**src/rtl/saida_serial_pkg.sv**
```systemverilog
// Shared state encodings and constant helpers for the multi-character serial output controller.
package saida_serial_pkg;

    typedef enum logic [2:0] {
        INICIAL = 3'd0,
        PARTIDA = 3'd1,
        ESPERA  = 3'd2,
        PROXIMO = 3'd3,
        FIM     = 3'd4,
        ERRO    = 3'd5
    } estado_t;

    // Ceiling log2 usable in parameter expressions; clog2(1) is 0.
    function automatic int clog2(input int value);
        int result;
        int rest;
        result = 0;
        rest   = value - 1;
        while (rest > 0) begin
            result = result + 1;
            rest   = rest >> 1;
        end
        return result;
    endfunction

endpackage

```
**src/rtl/saida_serial_multi_uc_contador_timeout.sv**
```systemverilog
// Watchdog counter for time spent waiting on the transmitter; only built when
// SAIDA_SERIAL_TIMEOUT_EN is defined.
`ifdef SAIDA_SERIAL_TIMEOUT_EN
module contador_timeout
    import saida_serial_pkg::*;
#(
    parameter int TIMEOUT_CYCLES = 50000
) (
    input  logic clock,
    input  logic reset,
    input  logic enable,
    input  logic clear,
    output logic fim
);

    localparam int CNT_W = (clog2(TIMEOUT_CYCLES) < 1) ? 1 : clog2(TIMEOUT_CYCLES);
    localparam logic [CNT_W-1:0] LIMITE = CNT_W'(TIMEOUT_CYCLES - 1);

    logic [CNT_W-1:0] cnt_q;
    logic [CNT_W-1:0] cnt_d;

    assign fim = (cnt_q == LIMITE);

    // Saturates at the limit so fim stays high until the count is cleared.
    always_comb begin
        cnt_d = cnt_q;
        if (clear) begin
            cnt_d = '0;
        end else if (enable && !fim) begin
            cnt_d = cnt_q + CNT_W'(1);
        end
    end

    always_ff @(posedge clock) begin
        if (!reset) begin
            cnt_q <= '0;
        end else begin
            cnt_q <= cnt_d;
        end
    end

endmodule
`endif

```
**src/rtl/saida_serial_multi_uc.sv**
```systemverilog
// Control unit that sequences N_CHARS characters (plus optional terminator) through a serial
// transmitter. Defining SAIDA_SERIAL_TIMEOUT_EN adds a watchdog and the ERRO state.
module saida_serial_multi_uc
    import saida_serial_pkg::*;
#(
    parameter  int N_CHARS        = 3,
    parameter  int TIMEOUT_CYCLES = 50000,
    localparam int IDX_W          = clog2(N_CHARS + 1)
) (
    input  logic             clock,
    input  logic             reset,
    input  logic             inicio,
    input  logic             modo_terminador,
    input  logic             serial_enviado,
    input  logic             cancela,
    output logic [IDX_W-1:0] selecao_mux,
    output logic             partida,
    output logic             proximo,
    output logic             pronto,
    output logic             ocupado,
    output logic             erro,
    output logic [2:0]       db_estado
);

    localparam logic [IDX_W-1:0] ULTIMO_SEM_TERM = IDX_W'(N_CHARS - 1);
    localparam logic [IDX_W-1:0] ULTIMO_COM_TERM = IDX_W'(N_CHARS);

    estado_t          estado_q, estado_d;
    logic [IDX_W-1:0] indice_q, indice_d;
    logic             term_q, term_d;
    logic             partida_q, partida_d;
    logic             proximo_q, proximo_d;
    logic             pronto_q, pronto_d;
    logic             ocupado_q, ocupado_d;
    logic [IDX_W-1:0] ultimo;
    logic             timeout_fim;

`ifdef SAIDA_SERIAL_TIMEOUT_EN
    logic erro_q, erro_d;

    contador_timeout #(
        .TIMEOUT_CYCLES(TIMEOUT_CYCLES)
    ) u_contador_timeout (
        .clock (clock),
        .reset (reset),
        .enable(estado_q == ESPERA),
        .clear (estado_q != ESPERA),
        .fim   (timeout_fim)
    );

    assign erro = erro_q;
`else
    assign timeout_fim = 1'b0;
    assign erro        = 1'b0;
`endif

    assign ultimo = term_q ? ULTIMO_COM_TERM : ULTIMO_SEM_TERM;

    always_comb begin
        estado_d = estado_q;
        indice_d = indice_q;
        term_d   = term_q;
        case (estado_q)
            INICIAL: begin
                if (inicio) begin
                    term_d   = modo_terminador;
                    indice_d = '0;
                    estado_d = PARTIDA;
                end
            end
            PARTIDA: estado_d = ESPERA;
            ESPERA: begin
                if (serial_enviado) begin
                    estado_d = (indice_q == ultimo) ? FIM : PROXIMO;
                end else if (timeout_fim) begin
`ifdef SAIDA_SERIAL_TIMEOUT_EN
                    estado_d = ERRO;
`endif
                end
            end
            PROXIMO: begin
                indice_d = indice_q + IDX_W'(1);
                estado_d = PARTIDA;
            end
            FIM: begin
                indice_d = '0;
                estado_d = INICIAL;
            end
`ifdef SAIDA_SERIAL_TIMEOUT_EN
            ERRO: estado_d = ERRO;
`endif
            default: begin
                indice_d = '0;
                estado_d = INICIAL;
            end
        endcase

        // Abort wins over every other transition, including a completed handshake.
        if (cancela && (estado_q != INICIAL)) begin
            estado_d = INICIAL;
            indice_d = '0;
        end

        partida_d = (estado_d == PARTIDA);
        proximo_d = (estado_d == PROXIMO);
        pronto_d  = (estado_d == FIM);
        ocupado_d = (estado_d != INICIAL);
`ifdef SAIDA_SERIAL_TIMEOUT_EN
        erro_d    = (estado_d == ERRO);
`endif
    end

    always_ff @(posedge clock) begin
        if (!reset) begin
            estado_q  <= INICIAL;
            indice_q  <= '0;
            term_q    <= 1'b0;
            partida_q <= 1'b0;
            proximo_q <= 1'b0;
            pronto_q  <= 1'b0;
            ocupado_q <= 1'b0;
`ifdef SAIDA_SERIAL_TIMEOUT_EN
            erro_q    <= 1'b0;
`endif
        end else begin
            estado_q  <= estado_d;
            indice_q  <= indice_d;
            term_q    <= term_d;
            partida_q <= partida_d;
            proximo_q <= proximo_d;
            pronto_q  <= pronto_d;
            ocupado_q <= ocupado_d;
`ifdef SAIDA_SERIAL_TIMEOUT_EN
            erro_q    <= erro_d;
`endif
        end
    end

    assign selecao_mux = indice_q;
    assign partida     = partida_q;
    assign proximo     = proximo_q;
    assign pronto      = pronto_q;
    assign ocupado     = ocupado_q;
    assign db_estado   = estado_q;

endmodule

```
**config.mk**
```make
export PLATFORM = sky130hd
export DESIGN_NAME = saida_serial_multi_uc
export DESIGN_NICKNAME = d
export VERILOG_FILES = /design/src/rtl/saida_serial_pkg.sv /design/src/rtl/saida_serial_multi_uc_contador_timeout.sv /design/src/rtl/saida_serial_multi_uc.sv
export SDC_FILE = /design/constraint.sdc
export NUM_CORES = 1
export LEC_CHECK = 0
export CELL_PAD_IN_SITES_DETAIL_PLACEMENT = 0
export CELL_PAD_IN_SITES_GLOBAL_PLACEMENT = 1
export CORE_MARGIN = 4
export CORE_UTILIZATION = 31
export CTS_CLUSTER_DIAMETER = 200
export CTS_CLUSTER_SIZE = 16
export DETAILED_ROUTE_END_ITERATION = 10
export PLACE_DENSITY_LB_ADDON = 0.25
export SLEW_MARGIN = 10
export SYNTH_ARGS = -nofsm -noshare
export SYNTH_HDL_FRONTEND = slang
export SYNTH_HIERARCHICAL = 1
export SYNTH_SLANG_ARGS = --single-unit
```
**constraint.sdc**
```tcl
create_clock -name clock -period 1.3 [get_ports clock]
set_input_delay 0.26 -clock clock [delete_from_list [all_inputs] [get_ports clock]]
set_output_delay 0.26 -clock clock [all_outputs]
set_load 0.03 [all_outputs]
```
# Word level (Yosys, flattened, before mapping)
# Cells that the tools add are included.
# Widths: inputs -> output; s select.
[classes] addsub=1 eq_ne=8 muxes=8 bitwise=2 n_reduce_logical=8
[ops] op="$mux 3" count=4
[ops] op="$pmux 3 s4" count=1
[ops] op="$eq 3x2->1 const B" count=3
[ops] op="$eq 3x1->1 const B" count=2
[ops] op="$pmux 2 s3" count=1
[ops] op="$reduce_bool 3->1" count=2
[ops] op="$reduce_and 2->1" count=2
[ops] op="$reduce_or 2->1" count=2
[ops] op="$eq 3x3->1 const B" count=1
[ops] op="$logic_not 3->1" count=1
[ops] op="$add 2x1->2 const B" count=1
[ops] op="$eq 2x2->1" count=1
[ops] op="$mux 2" count=1
[ops] op="$ne 2x2->1 const B" count=1
[ops] op="$not 1->1" count=2
[ops] op="$logic_and 1x1->1" count=1
[ops] op="$mux 1" count=1
[totals] regBits=10 input_bits=6 output_inout_bits=10 wordCells=34

# Longest topological paths before layout
# Gate-level depths: netlist of run 1.
[logic_depth] word_depth=7 ltp_mapped=4 depth_no_buf=3

# Worst setup path after synthesis of run 1
# Ideal clock, no wire load.
[synth_timing] path_kind="reg-to-reg" from="register estado_q[0] (netlist: db_estado[0])" to="register indice_q[1] (netlist: selecao_mux[1])" setup_time_ns=0.078 arrival_time_ns=1.113 t_required_ns=1.222 slack_ns=0.109 stages_incl_launch_ff=5 path_buffers=1 period_less_slack_ns=1.191 cell_sequence="dfxtp_1 -> buf_4 -> a21oi_1 -> a21o_1 -> nor3_1"
[synth_between] elab_chain_len=4 elab_cells_between_ends=12 cone_classes="eq/ne (4); mux (1); bitwise (1); reduce/logical (6)"
[synth_rtl] item="start: declaration" line="saida_serial_multi_uc.sv:28" source="estado_t estado_q, estado_d;"
[synth_rtl] item="start signal: assignment" line="saida_serial_multi_uc.sv:126" source="estado_q <= estado_d;"
[synth_rtl] item="branches (longest 4 deep; another with $eq 3x2->1)"
[synth_rtl] item="end signal: assignment" line="saida_serial_multi_uc.sv:127" source="indice_q <= indice_d;"
[synth_rtl] item="end: declaration" line="saida_serial_multi_uc.sv:29" source="logic [IDX_W-1:0] indice_q, indice_d;"
# Several ways; the timed one is not identified.
# A chain may end at the register's enable or synchronous reset.

# Final worst setup path of run 1
[layout_timing] from="register estado_q[0] (netlist: db_estado[0])" to="output port db_estado[0]"
[layout_rtl] item="end: declaration" line="saida_serial_multi_uc.sv:22" source="output logic [2:0] db_estado"
# No word-level cell between the ends.

==> summary.txt, run 1 <==
Global routing
  – Vias in the first global route: roughly 360
  – All-layer global routing usage: about a tenth
  – First-pass GRT wire length: 1480 um
  – Initial antenna violation count: 0
  – Grt ovf: 0
  – Largest net degree at the start of global routing: 14

Cells and area
  – Fillers: roughly 140
  – Sequential Area: 203 um2
  – Layout net count: 75
  – Share of layout cells above drive strength 1: about a third
  – Ant diodes: 0
  – Area Growth Syn to Fin: 35.9%
  – Multi-input gate area: approximately 240 um2
  – Non-Filler Instances: slightly above 80

STA
  – Final period util: between 90% and 100%
  – Final Hold Viols: 0
  – Final Critical Period: between 1 and 1.5 ns
  – TNS Setup: 0 ns
  – Max Freq: ~0.82 GHz
  – Fin. max-slew vios: 0
  – Clock skew: between 0.0015 and 0.002 ns
  – RSZ-0062 raised after global routing: no
  – Setup violators final: 0

Drt
  – Initial DRC count: 2
  – Vias per cell: ~4.9
  – Drt wl/cell: between 10 and 15 um
  – Pre-antenna DRT Iters: 4
  – Vias: a little under 400
  – DRC violations left: 0
  – Final ANT Viol Nets: 0
  – Total wire length after detailed routing: ~940 um

Clock tree
  – Clk_lat worst skew: between 0.2 and 0.3 ns
  – Postcts setup bufs: 0
  – Max Root-Sink Buffers: 2
  – CTS tree: yes
  – CTS Buf Count: 3
  – Clock transition at the registers of the reported paths: about 0.06 ns
  – Clock Sinks: 10
  – Htree depth: 1
  – Clock root cell: clkbuf_4

Synthesis
  – Post-synth top area cell: dfxtp_1
  – Synthesis warning total: 6
  – Yosys reg bits: 10
  – Yosys top cell area share: approximately 42%
  – Syn Area/Cell: between 9 and 10 um2
  – Top-count cell post-synth: dfxtp_1
  – Syn nets: 55
  – Ranking of synthesized cells by area: dfxtp_1 42%, a21oi_1 6.3%, nor4_2 5.3%
  – Top cells by count, synth: 10 x dfxtp_1, 6 x a21oi_1, 5 x nor2_1, 4 x nor3_1
  – Main synth FF type: dfxtp_1
  – Register area share after synthesis: 42.2%
  – Async SR Flop Fraction: 0%
  – Post-Synthesis Cells: between 40 and 50
  – Post-synth EDFFs: 0
  – Syn Std Cell Area: roughly 470 um2
  – Yosys cell types: 24

Hold path
  – WHS Path Cells: 2
  – Hold worst-path end: term_q$_SDFFE_PN0P_
  – Hold_sp: term_q$_SDFFE_PN0P_
  – Min-Delay Path Class: reg2reg

Critical path
  – CP delay by family, top: flip-flops
  – Worst path bufs/invs: 1
  – CP arrival: just under 1 ns
  – Critical Path RT: roughly 1.0 ns
  – CP endpoint kind: primary output
  – CP Launch Type: register
  – Crit-path cells: buf_4
  – Reg2reg setup slack: roughly 0.22 ns
  – CP max stage cell: dfxtp_2
  – Worst reg2reg startpoint: selecao_mux[0]$_SDFFE_PP0P_
  – Worst reg2reg endpoint: db_estado[1]$_SDFF_PN0_
  – Worst Reg-to-Reg Cells: 3
  – CP max FO: 13
  – Kind of critical path: reg2out
  – Critical Path Max Stage Delay: ~0.49 ns

Outcome
  – Outcome: finished clean

Floorplanning
  – Initial Util: between 30% and 40%
  – Cell Rows: 13
  – Die width: ~47 um
  – I/O Pins: 16
  – Die Area: 2220 um2
  – Die H: about 47 um
  – Core area: approximately 1400 um2

Pwr
  – PwrDens: roughly 1000 nW/um2
  – P_leak: around 0.00028 uW
  – Peak VDD IR: approximately 0.62 mV
  – PnR Total Power: between 600 and 700 uW

Run
  – Max cap viols: 0

Placement
  – Placed cell count: 79
  – Port Buffers: 14
  – Final GP Congestion: 0.711
  – DP Wirelength: 728 um
## flip-flops by register name, summed over array words and instances (netlist names)
register,flops
partida,1
pronto,1
ocupado,1
term_q,1
selecao_mux,2
proximo,1
db_estado,3
## per-stage QoR
stage	instance area, um2	worst slack (ns)	util (%)	hold WS, ns
6_report	644	0.0737	47.2	0.558
3_5_place_dp	624	-0.0625	45.7	0.550
4_1_cts	644	0.0651	47.2	0.559
3_3_place_gp	624	-0.0572	45.7	0.552
2_1_floorplan	474	0.109	-	0.331
5_1_grt	644	0.0366	47.2	0.600
## where the power goes
group          switching, uW  internal (uW)
clock network           97.1            107
logic                   56.9           55.3
registers               19.1            319
## layout make-up
cell class | instances | share of cell area, %
clock buffers | 3 | 3.50
inverters | 1 | 0.583
multi-input cells | 35 | 37.9
flip-flops and latches | 10 | 31.5
well taps | 15 | 2.91
repair buffers | 18 | 23.7
## placed cells by master, fill, tap and decap left out
master / netlist / layout
nand2b_1: 2 / 2
clkdlybuf4s50_1: 0 / 5
dfxtp_1: 10 / 8
nor2_1: 5 / 5
and3_1: 1 / 1
a21o_1: 1 / 1
dfxtp_2: 0 / 2
nand4b_1: 1 / 1
nor4_2: 2 / 2
o21ai_2: 1 / 1
nor2b_1: 1 / 1
nor4b_2: 1 / 1
nand3_1: 1 / 1
and2b_1: 2 / 2
buf_4: 2 / 9
mux2i_1: 1 / 1
xor2_2: 1 / 1
nor3b_2: 1 / 1
nand2_2: 1 / 1
xnor2_1: 1 / 1
nor3_1: 4 / 4
conb_1: 1 / 1
o211ai_1: 1 / 1
dlygate4sd2_1: 0 / 4
clkbuf_4: 0 / 3
inv_1: 1 / 1
a21oi_1: 6 / 6
## worst max path at each step
| stage | slack (ns) | from | end | cells after the start |
|---|---|---|---|---|
| after floorplan | 0.11 | db_estado[0]$_SDFF_PN0_ | selecao_mux[1]$_SDFFE_PP0P_ | 4 |
| after global placement | -0.06 | cancela | pronto$_SDFF_PN0_ | 4 |
| after detailed placement | -0.06 | inicio | term_q$_SDFFE_PN0P_ | 4 |
| after CTS | 0.07 | ocupado$_SDFF_PN0_ | ocupado | 1 |
| after global routing | 0.04 | db_estado[0]$_SDFF_PN0_ | db_estado[0] | 1 |
| final | 0.07 | db_estado[0]$_SDFF_PN0_ | db_estado[0] | 1 |
## cells by family (layout without fill, tap and decap cells)
| kind of cell | Yosys count | count (layout) | synth area share (%) |
|---|---|---|---|
| other cells | 1 | 1 | 0.791 |
| xor+xnor | 2 | 2 | 5.28 |
| mux | 1 | 1 | 2.11 |
| flops | 10 | 10 | 42.2 |
| simple gates | 22 | 22 | 31.9 |
| compound gates | 9 | 9 | 11.3 |
| buf+inv | 4 | 22 | 6.33 |
## metal layers
layer / wire length [um] / part of all wire, % / up-vias / global-route usage, %
met1: 482 / 51 / 177 / 13.2
li1: - / - / 207 / -
met5: 0 / 0 / - / 0
met3: 68 / 7.2 / 2 / 3.45
met4: 9 / 0.96 / 0 / 6.63
met2: 379 / 40 / 12 / 14.1
## what timing repair did
item / CTS / global route
setup endpoints to repair: 6 / 0
resized for setup: 6 / 0
hold buffers: 0 / 0
endpoints found under the hold margin: 0 / 0
No activity file was read; power rests on OpenSTA's default activity.
==> run 2, diff against run 1 <==
Settings changed: CAP_MARGIN set to 20, CTS_CLUSTER_DIAMETER 200 to 80.
==> results of run 2 <==
Same layout as run 1: the final DEF is identical, and so are final timing and power.
